[src/rtl/alu_seq.sv]
// ---------------------------------------------------------------------------
// alu_seq -- small sequential ALU with a multi-cycle shift-add multiplier.
//
// Eight operations selected by sel:
//   0 ADD  A+B      1 AND  A&B      2 SUB  A-B      3 OR   A|B
//   4 XOR  A^B      5 NOT  ~A       6 MUL  A*B      7 ACC  acc+A
// Every operation except MUL completes on the accepting edge. MUL takes
// WIDTH further edges, and the block refuses new requests while it runs.
//
// Handshake: a request is taken on a rising edge where in_valid && in_ready.
// in_valid is ignored while in_ready is low. out_valid is a one-cycle pulse
// marking the cycle in which C and the flags first show a new result. C and
// the flags hold their value until the next result.
//
// Ports
//   clk        clock, all state updates on the rising edge
//   rst_n      asynchronous active-low reset
//   in_valid   operation request
//   in_ready   high exactly while the FSM is IDLE
//   A, B       operands (unsigned / two's complement)
//   sel        opcode
//   out_valid  one-cycle result strobe
//   C          registered result
//   carry      carry-out (ADD/ACC), borrow (SUB), high-half-nonzero (MUL)
//   zero       C == 0
//   ovf        signed overflow (ADD/ACC/SUB), otherwise 0
//   dbg_state  current FSM state (0 = IDLE, 1 = MUL)
// ---------------------------------------------------------------------------
module alu_seq #(
  parameter int WIDTH = 4
) (
  input  logic             clk,
  input  logic             rst_n,
  input  logic             in_valid,
  output logic             in_ready,
  input  logic [WIDTH-1:0] A,
  input  logic [WIDTH-1:0] B,
  input  logic [2:0]       sel,
  output logic             out_valid,
  output logic [WIDTH-1:0] C,
  output logic             carry,
  output logic             zero,
  output logic             ovf,
  output logic             dbg_state
);

  localparam int CNT_W = (WIDTH > 2) ? $clog2(WIDTH) : 1;

  localparam logic [2:0] OP_ADD = 3'd0;
  localparam logic [2:0] OP_AND = 3'd1;
  localparam logic [2:0] OP_SUB = 3'd2;
  localparam logic [2:0] OP_OR  = 3'd3;
  localparam logic [2:0] OP_XOR = 3'd4;
  localparam logic [2:0] OP_NOT = 3'd5;
  localparam logic [2:0] OP_MUL = 3'd6;
  localparam logic [2:0] OP_ACC = 3'd7;

  typedef enum logic {
    S_IDLE = 1'b0,
    S_MUL  = 1'b1
  } state_t;

  state_t               state;
  logic [WIDTH-1:0]     acc;

  // Multiplier datapath: the multiplicand shifts left and the multiplier
  // shifts right, so bit 0 of mplier always selects the current partial.
  logic [2*WIDTH-1:0]   mcand;
  logic [WIDTH-1:0]     mplier;
  logic [2*WIDTH-1:0]   product;
  logic [CNT_W-1:0]     mul_cnt;

  logic                 accept;
  logic                 mul_last;
  logic [2*WIDTH-1:0]   prod_next;

  // Single-cycle result path
  logic [WIDTH:0]       add_sum;
  logic [WIDTH:0]       sub_diff;
  logic [WIDTH:0]       acc_sum;
  logic [WIDTH-1:0]     op_c;
  logic                 op_carry;
  logic                 op_ovf;

  assign in_ready  = (state == S_IDLE);
  assign dbg_state = state;
  assign accept    = in_valid && in_ready;
  assign mul_last  = (mul_cnt == CNT_W'(WIDTH - 1));
  assign prod_next = product + (mplier[0] ? mcand : '0);

  assign add_sum  = {1'b0, A}   + {1'b0, B};
  assign sub_diff = {1'b0, A}   - {1'b0, B};
  assign acc_sum  = {1'b0, acc} + {1'b0, A};

  always_comb begin
    op_c     = '0;
    op_carry = 1'b0;
    op_ovf   = 1'b0;
    case (sel)
      OP_ADD: begin
        op_c     = add_sum[WIDTH-1:0];
        op_carry = add_sum[WIDTH];
        // Overflow: operands share a sign, result sign differs.
        op_ovf   = (A[WIDTH-1] == B[WIDTH-1]) && (add_sum[WIDTH-1] != A[WIDTH-1]);
      end
      OP_AND: op_c = A & B;
      OP_SUB: begin
        op_c     = sub_diff[WIDTH-1:0];
        // The extra top bit of the zero-extended difference is the borrow.
        op_carry = sub_diff[WIDTH];
        // Overflow: operands differ in sign, result sign differs from A.
        op_ovf   = (A[WIDTH-1] != B[WIDTH-1]) && (sub_diff[WIDTH-1] != A[WIDTH-1]);
      end
      OP_OR:  op_c = A | B;
      OP_XOR: op_c = A ^ B;
      OP_NOT: op_c = ~A;
      OP_ACC: begin
        op_c     = acc_sum[WIDTH-1:0];
        op_carry = acc_sum[WIDTH];
        op_ovf   = (acc[WIDTH-1] == A[WIDTH-1]) && (acc_sum[WIDTH-1] != acc[WIDTH-1]);
      end
      default: begin
        // MUL does not use this path.
        op_c     = '0;
        op_carry = 1'b0;
        op_ovf   = 1'b0;
      end
    endcase
  end

  always_ff @(posedge clk or negedge rst_n) begin
    if (!rst_n) begin
      state     <= S_IDLE;
      acc       <= '0;
      mcand     <= '0;
      mplier    <= '0;
      product   <= '0;
      mul_cnt   <= '0;
      out_valid <= 1'b0;
      C         <= '0;
      carry     <= 1'b0;
      zero      <= 1'b0;
      ovf       <= 1'b0;
    end else begin
      out_valid <= 1'b0;
      case (state)
        S_IDLE: begin
          if (accept) begin
            if (sel == OP_MUL) begin
              mcand   <= {{WIDTH{1'b0}}, A};
              mplier  <= B;
              product <= '0;
              mul_cnt <= '0;
              state   <= S_MUL;
            end else begin
              C         <= op_c;
              carry     <= op_carry;
              ovf       <= op_ovf;
              zero      <= (op_c == '0);
              out_valid <= 1'b1;
              if (sel == OP_ACC) begin
                acc <= op_c;
              end
            end
          end
        end
        S_MUL: begin
          product <= prod_next;
          mcand   <= mcand << 1;
          mplier  <= mplier >> 1;
          mul_cnt <= mul_cnt + 1'b1;
          if (mul_last) begin
            // The final partial is folded in here so the result appears
            // on the WIDTH-th edge rather than one edge later.
            C         <= prod_next[WIDTH-1:0];
            carry     <= |prod_next[2*WIDTH-1:WIDTH];
            ovf       <= 1'b0;
            zero      <= (prod_next[WIDTH-1:0] == '0);
            out_valid <= 1'b1;
            state     <= S_IDLE;
          end
        end
        default: state <= S_IDLE;
      endcase
    end
  end

endmodule

[config.mk]
export PLATFORM = sky130hd
export DESIGN_NAME = alu_seq
export DESIGN_NICKNAME = d
export VERILOG_FILES = /design/src/rtl/alu_seq.sv
export SDC_FILE = /design/constraint.sdc
export NUM_CORES = 1
export LEC_CHECK = 0
export CAP_MARGIN = 20
export CORE_MARGIN = 4
export CORE_UTILIZATION = 58
export CTS_CLUSTER_SIZE = 20
export DETAILED_ROUTE_END_ITERATION = 6
export HOLD_SLACK_MARGIN = 0.06
export PLACE_DENSITY = 0.89
export SYNTH_ARGS = -nofsm -noshare
export SYNTH_HDL_FRONTEND = slang
export SYNTH_SLANG_ARGS = --single-unit
export TNS_END_PERCENT = 30
[constraint.sdc]
create_clock -name clk -period 2.5 [get_ports clk]
set_input_delay 0.5 -clock clk [delete_from_list [all_inputs] [get_ports clk]]
set_output_delay 0.5 -clock clk [all_outputs]
set_load 0.005 [all_outputs]
==> impl_metrics.json <==
{
  "outcome": "finished with violations",
  "violations": "setup timing",
  "routabilityCongestion": 0.873,
  "synth.top_cells.by_count": "36 x nand2_1, 35 x dfrtp_1, 26 x a21oi_1, 26 x nor2_1, 24 x ha_1",
  "die_w_um": 75.1,
  "antenna_found_initial": 0,
  "num-fill-cells": 273,
  "cts_max_level": 2,
  "rrSetupSlack_ps": 10,
  "grt_max_degree": 36,
  "io_buffers": 23,
  "powerDensity_nw_per_um2": 803,
  "max_stage_delay_ps": 540,
  "finalSetupTns_ps": -1.46,
  "placed_cells": 396,
  "crit_required_ps": 2670,
  "finalWirelength_um": 7250,
  "cts_tree": "done",
  "dr.pass1.iters": 7,
  "start_util": 0.599,
  "diodes": 0,
  "whs_path_depth": 1,
  "synth_top_area_frac": 0.336,
  "hold_viol": 0,
  "total_leakage_power_nw": 1.60,
  "nets": 395,
  "ir_drop_uv": 591,
  "crit_path_start": "A[3]",
  "drv_cap": 0,
  "synthCells": 299,
  "via_count": 2546,
  "area_growth_pct": 26.9,
  "grt_pass1_wl_um": 11000,
  "die_y_um": 75.1,
  "grt_usage": 0.252,
  "ff2ff_path_depth": 9,
  "postRouteAntennaNets": 0,
  "crit_slowest_cell": "clkdlybuf4s50_1",
  "worstSetupEndpointType": "register",
  "io_pins": 24,
  "holdCritPathClass": "register to register",
  "ys_ff_latch": 35,
  "clkSlewWorstSetupHoldPaths_ps": 70,
  "drv_slew": 0,
  "avgSynthCellArea_um2": 8.72,
  "period_needed_ps": 2500,
  "seq_area_um2": 877,
  "ys.flop_type": "dfrtp_1",
  "cts-buffers-inserted": 5,
  "synthMostInstantiatedCell": "nand2_1",
  "layout_worst_path_cycle_share": 1.00,
  "synth_warnings": 0,
  "setup_violations": 1,
  "worstSetupPathType": "primary input to register",
  "ys_seq_area_frac": 0.336,
  "synth_edf_count": 0,
  "clock_tree.root_cell": "clkbuf_8",
  "fmax_mhz": 400,
  "hpwlAfterDp_um": 4830,
  "syn_nets": 341,
  "syn_area_um2": 2610,
  "r2r_end": "carry",
  "crit_chain": "clkdlybuf4s50_1 > inv_1 > ha_1 > nor2b_1 > a221oi_2 > o41ai_2 > a21oi_2 > o311ai_2 > o32a_1",
  "drcViolationCount": 0,
  "reg2reg_from": "mplier[0]",
  "clockBufferDepth": 2,
  "final_util": 0.760,
  "gr-total-overflow": 0,
  "clk_latency_ps": 300,
  "critPathLaunchType": "primary input",
  "path_max_fanout": 4,
  "coreArea_um2": 4350,
  "layout.cells.non_filler": 406,
  "critPathCapture": "carry",
  "worst_pin_slew_ps": 700,
  "finalPower_mw": 2.66,
  "relSlewSlack": 0.533,
  "multi_input_area_um2": 1650,
  "ys_types": 55,
  "synth_area_leaders": "dfrtp_1 34%, ha_1 12%, nand2_1 5.2%, a21oi_1 5.0%, nor2_1 3.7%",
  "grt_pass1_vias": 2426,
  "die-area_um2": 5630,
  "layout-drive-gt1-share": 0.206,
  "via_per_inst": 6.27,
  "finClkSkew_ps": 8.16,
  "wl_per_cell_um": 17.8,
  "num_rows": 24,
  "fin_ws_ps": -1.46,
  "arrival_ps": 2680,
  "synthArstFlopShare": 1.00,
  "drt_iter0_drc": 281,
  "yosysTopAreaCell": "dfrtp_1",
  "clkSinkCount": 35
}
-- critical path: cells and delay by family --
family | cells | cell delay, ps
compound gates | 5 | 1020
buf+inv | 2 | 630
simple gates | 1 | 170
fa+ha+maj | 1 | 360
-- power by group --
part	total, mW	switching (mW)	internal, mW	leakage (nW)
combinational	1.28	0.636	0.642	1.11
clock	0.415	0.220	0.195	0.0412
sequential	0.963	0.185	0.778	0.453
-- cell families (layout without fill, tap and decap cells) --
group | Yosys count | count (layout) | synth area share
simple gates | 99 | 99 | 0.178
compound gates | 80 | 80 | 0.194
flops | 35 | 35 | 0.336
buf+inv | 35 | 90 | 0.0585
fa+ha+maj | 28 | 28 | 0.146
xor+xnor | 12 | 12 | 0.0432
mux | 10 | 10 | 0.0446
-- layout make-up --
class                           instances  area share
Clock buffer                            6      0.0219
Clock inverter                          2     0.00378
Inverter                               21      0.0269
Multi-Input combinational cell        229       0.500
Sequential cell                        35       0.265
Tap cell                               52      0.0197
Timing Repair Buffer                   61       0.163
-- what timing repair did --
| item | in CTS | in global routing |
|---|---|---|
| buffers inserted | 2 | 0 |
| setup endpoints to repair | 4 | 7 |
| hold buffers | 0 | 0 |
| pin swaps | 1 | 4 |
| gates resized for setup | 8 | 17 |
-- through the flow --
stage	setup slack [ps]	cell area [µm²]	hold slack, ps
global placement	-333	3120	465
floorplan	209	2610	204
global route	-54.2	3310	516
CTS	14.1	3240	486
finish	-1.46	3310	485
detailed placement	-369	3120	475
-- cell usage in the layout (no fill, tap or decap), types with 2 or more instances in the layout --
cell,instances
o21ai_0,6
buf_4,36
clkbuf_8,5
fa_2,3
nor3_1,6
nand3b_1,2
a21oi_2,4
a31oi_1,2
o22ai_1,2
mux2i_1,6
nor2_1,26
ha_2,2
or4_4,2
o21bai_1,2
clkdlybuf4s50_1,19
nand2_2,2
inv_4,2
ha_1,21
nand3_1,5
dlymetal6s2s_1,3
mux2_1,2
a21oi_1,22
o21ai_1,14
and2_1,7
xnor2_1,6
o211ai_1,4
dfrtp_1,34
xor2_1,5
a21o_1,8
inv_1,17
and3_1,3
nor2b_1,4
a22o_1,3
nand2_1,35
-- state kept, by name (all words and copies together), names as in the netlist --
signal / cells
mcand: 8
acc: 4
dbg_state: 1
zero: 1
carry: 1
mul_cnt: 2
product: 8
mplier: 4
out_valid: 1
C: 4
ovf: 1
-- worst min path at each step --
stage          startpoint    endpoint
6_report       mul_cnt[0]  mul_cnt[0]
5_1_grt        mul_cnt[0]  mul_cnt[0]
4_1_cts        mul_cnt[0]  mul_cnt[0]
3_5_place_dp   mul_cnt[0]  mul_cnt[0]
3_3_place_gp    mplier[1]   mplier[0]
2_1_floorplan       rst_n        C[0]
-- layer usage --
metal | global-route usage | wire length [µm] | vias up
li1 | - | - | 1147
met1 | 0.328 | 2970 | 1207
met2 | 0.422 | 3480 | 147
met3 | 0.0454 | 524 | 45
met4 | 0.0870 | 273 | 0
met5 | 0 | 0 | -
No activity file was read; power rests on OpenSTA's default activity.
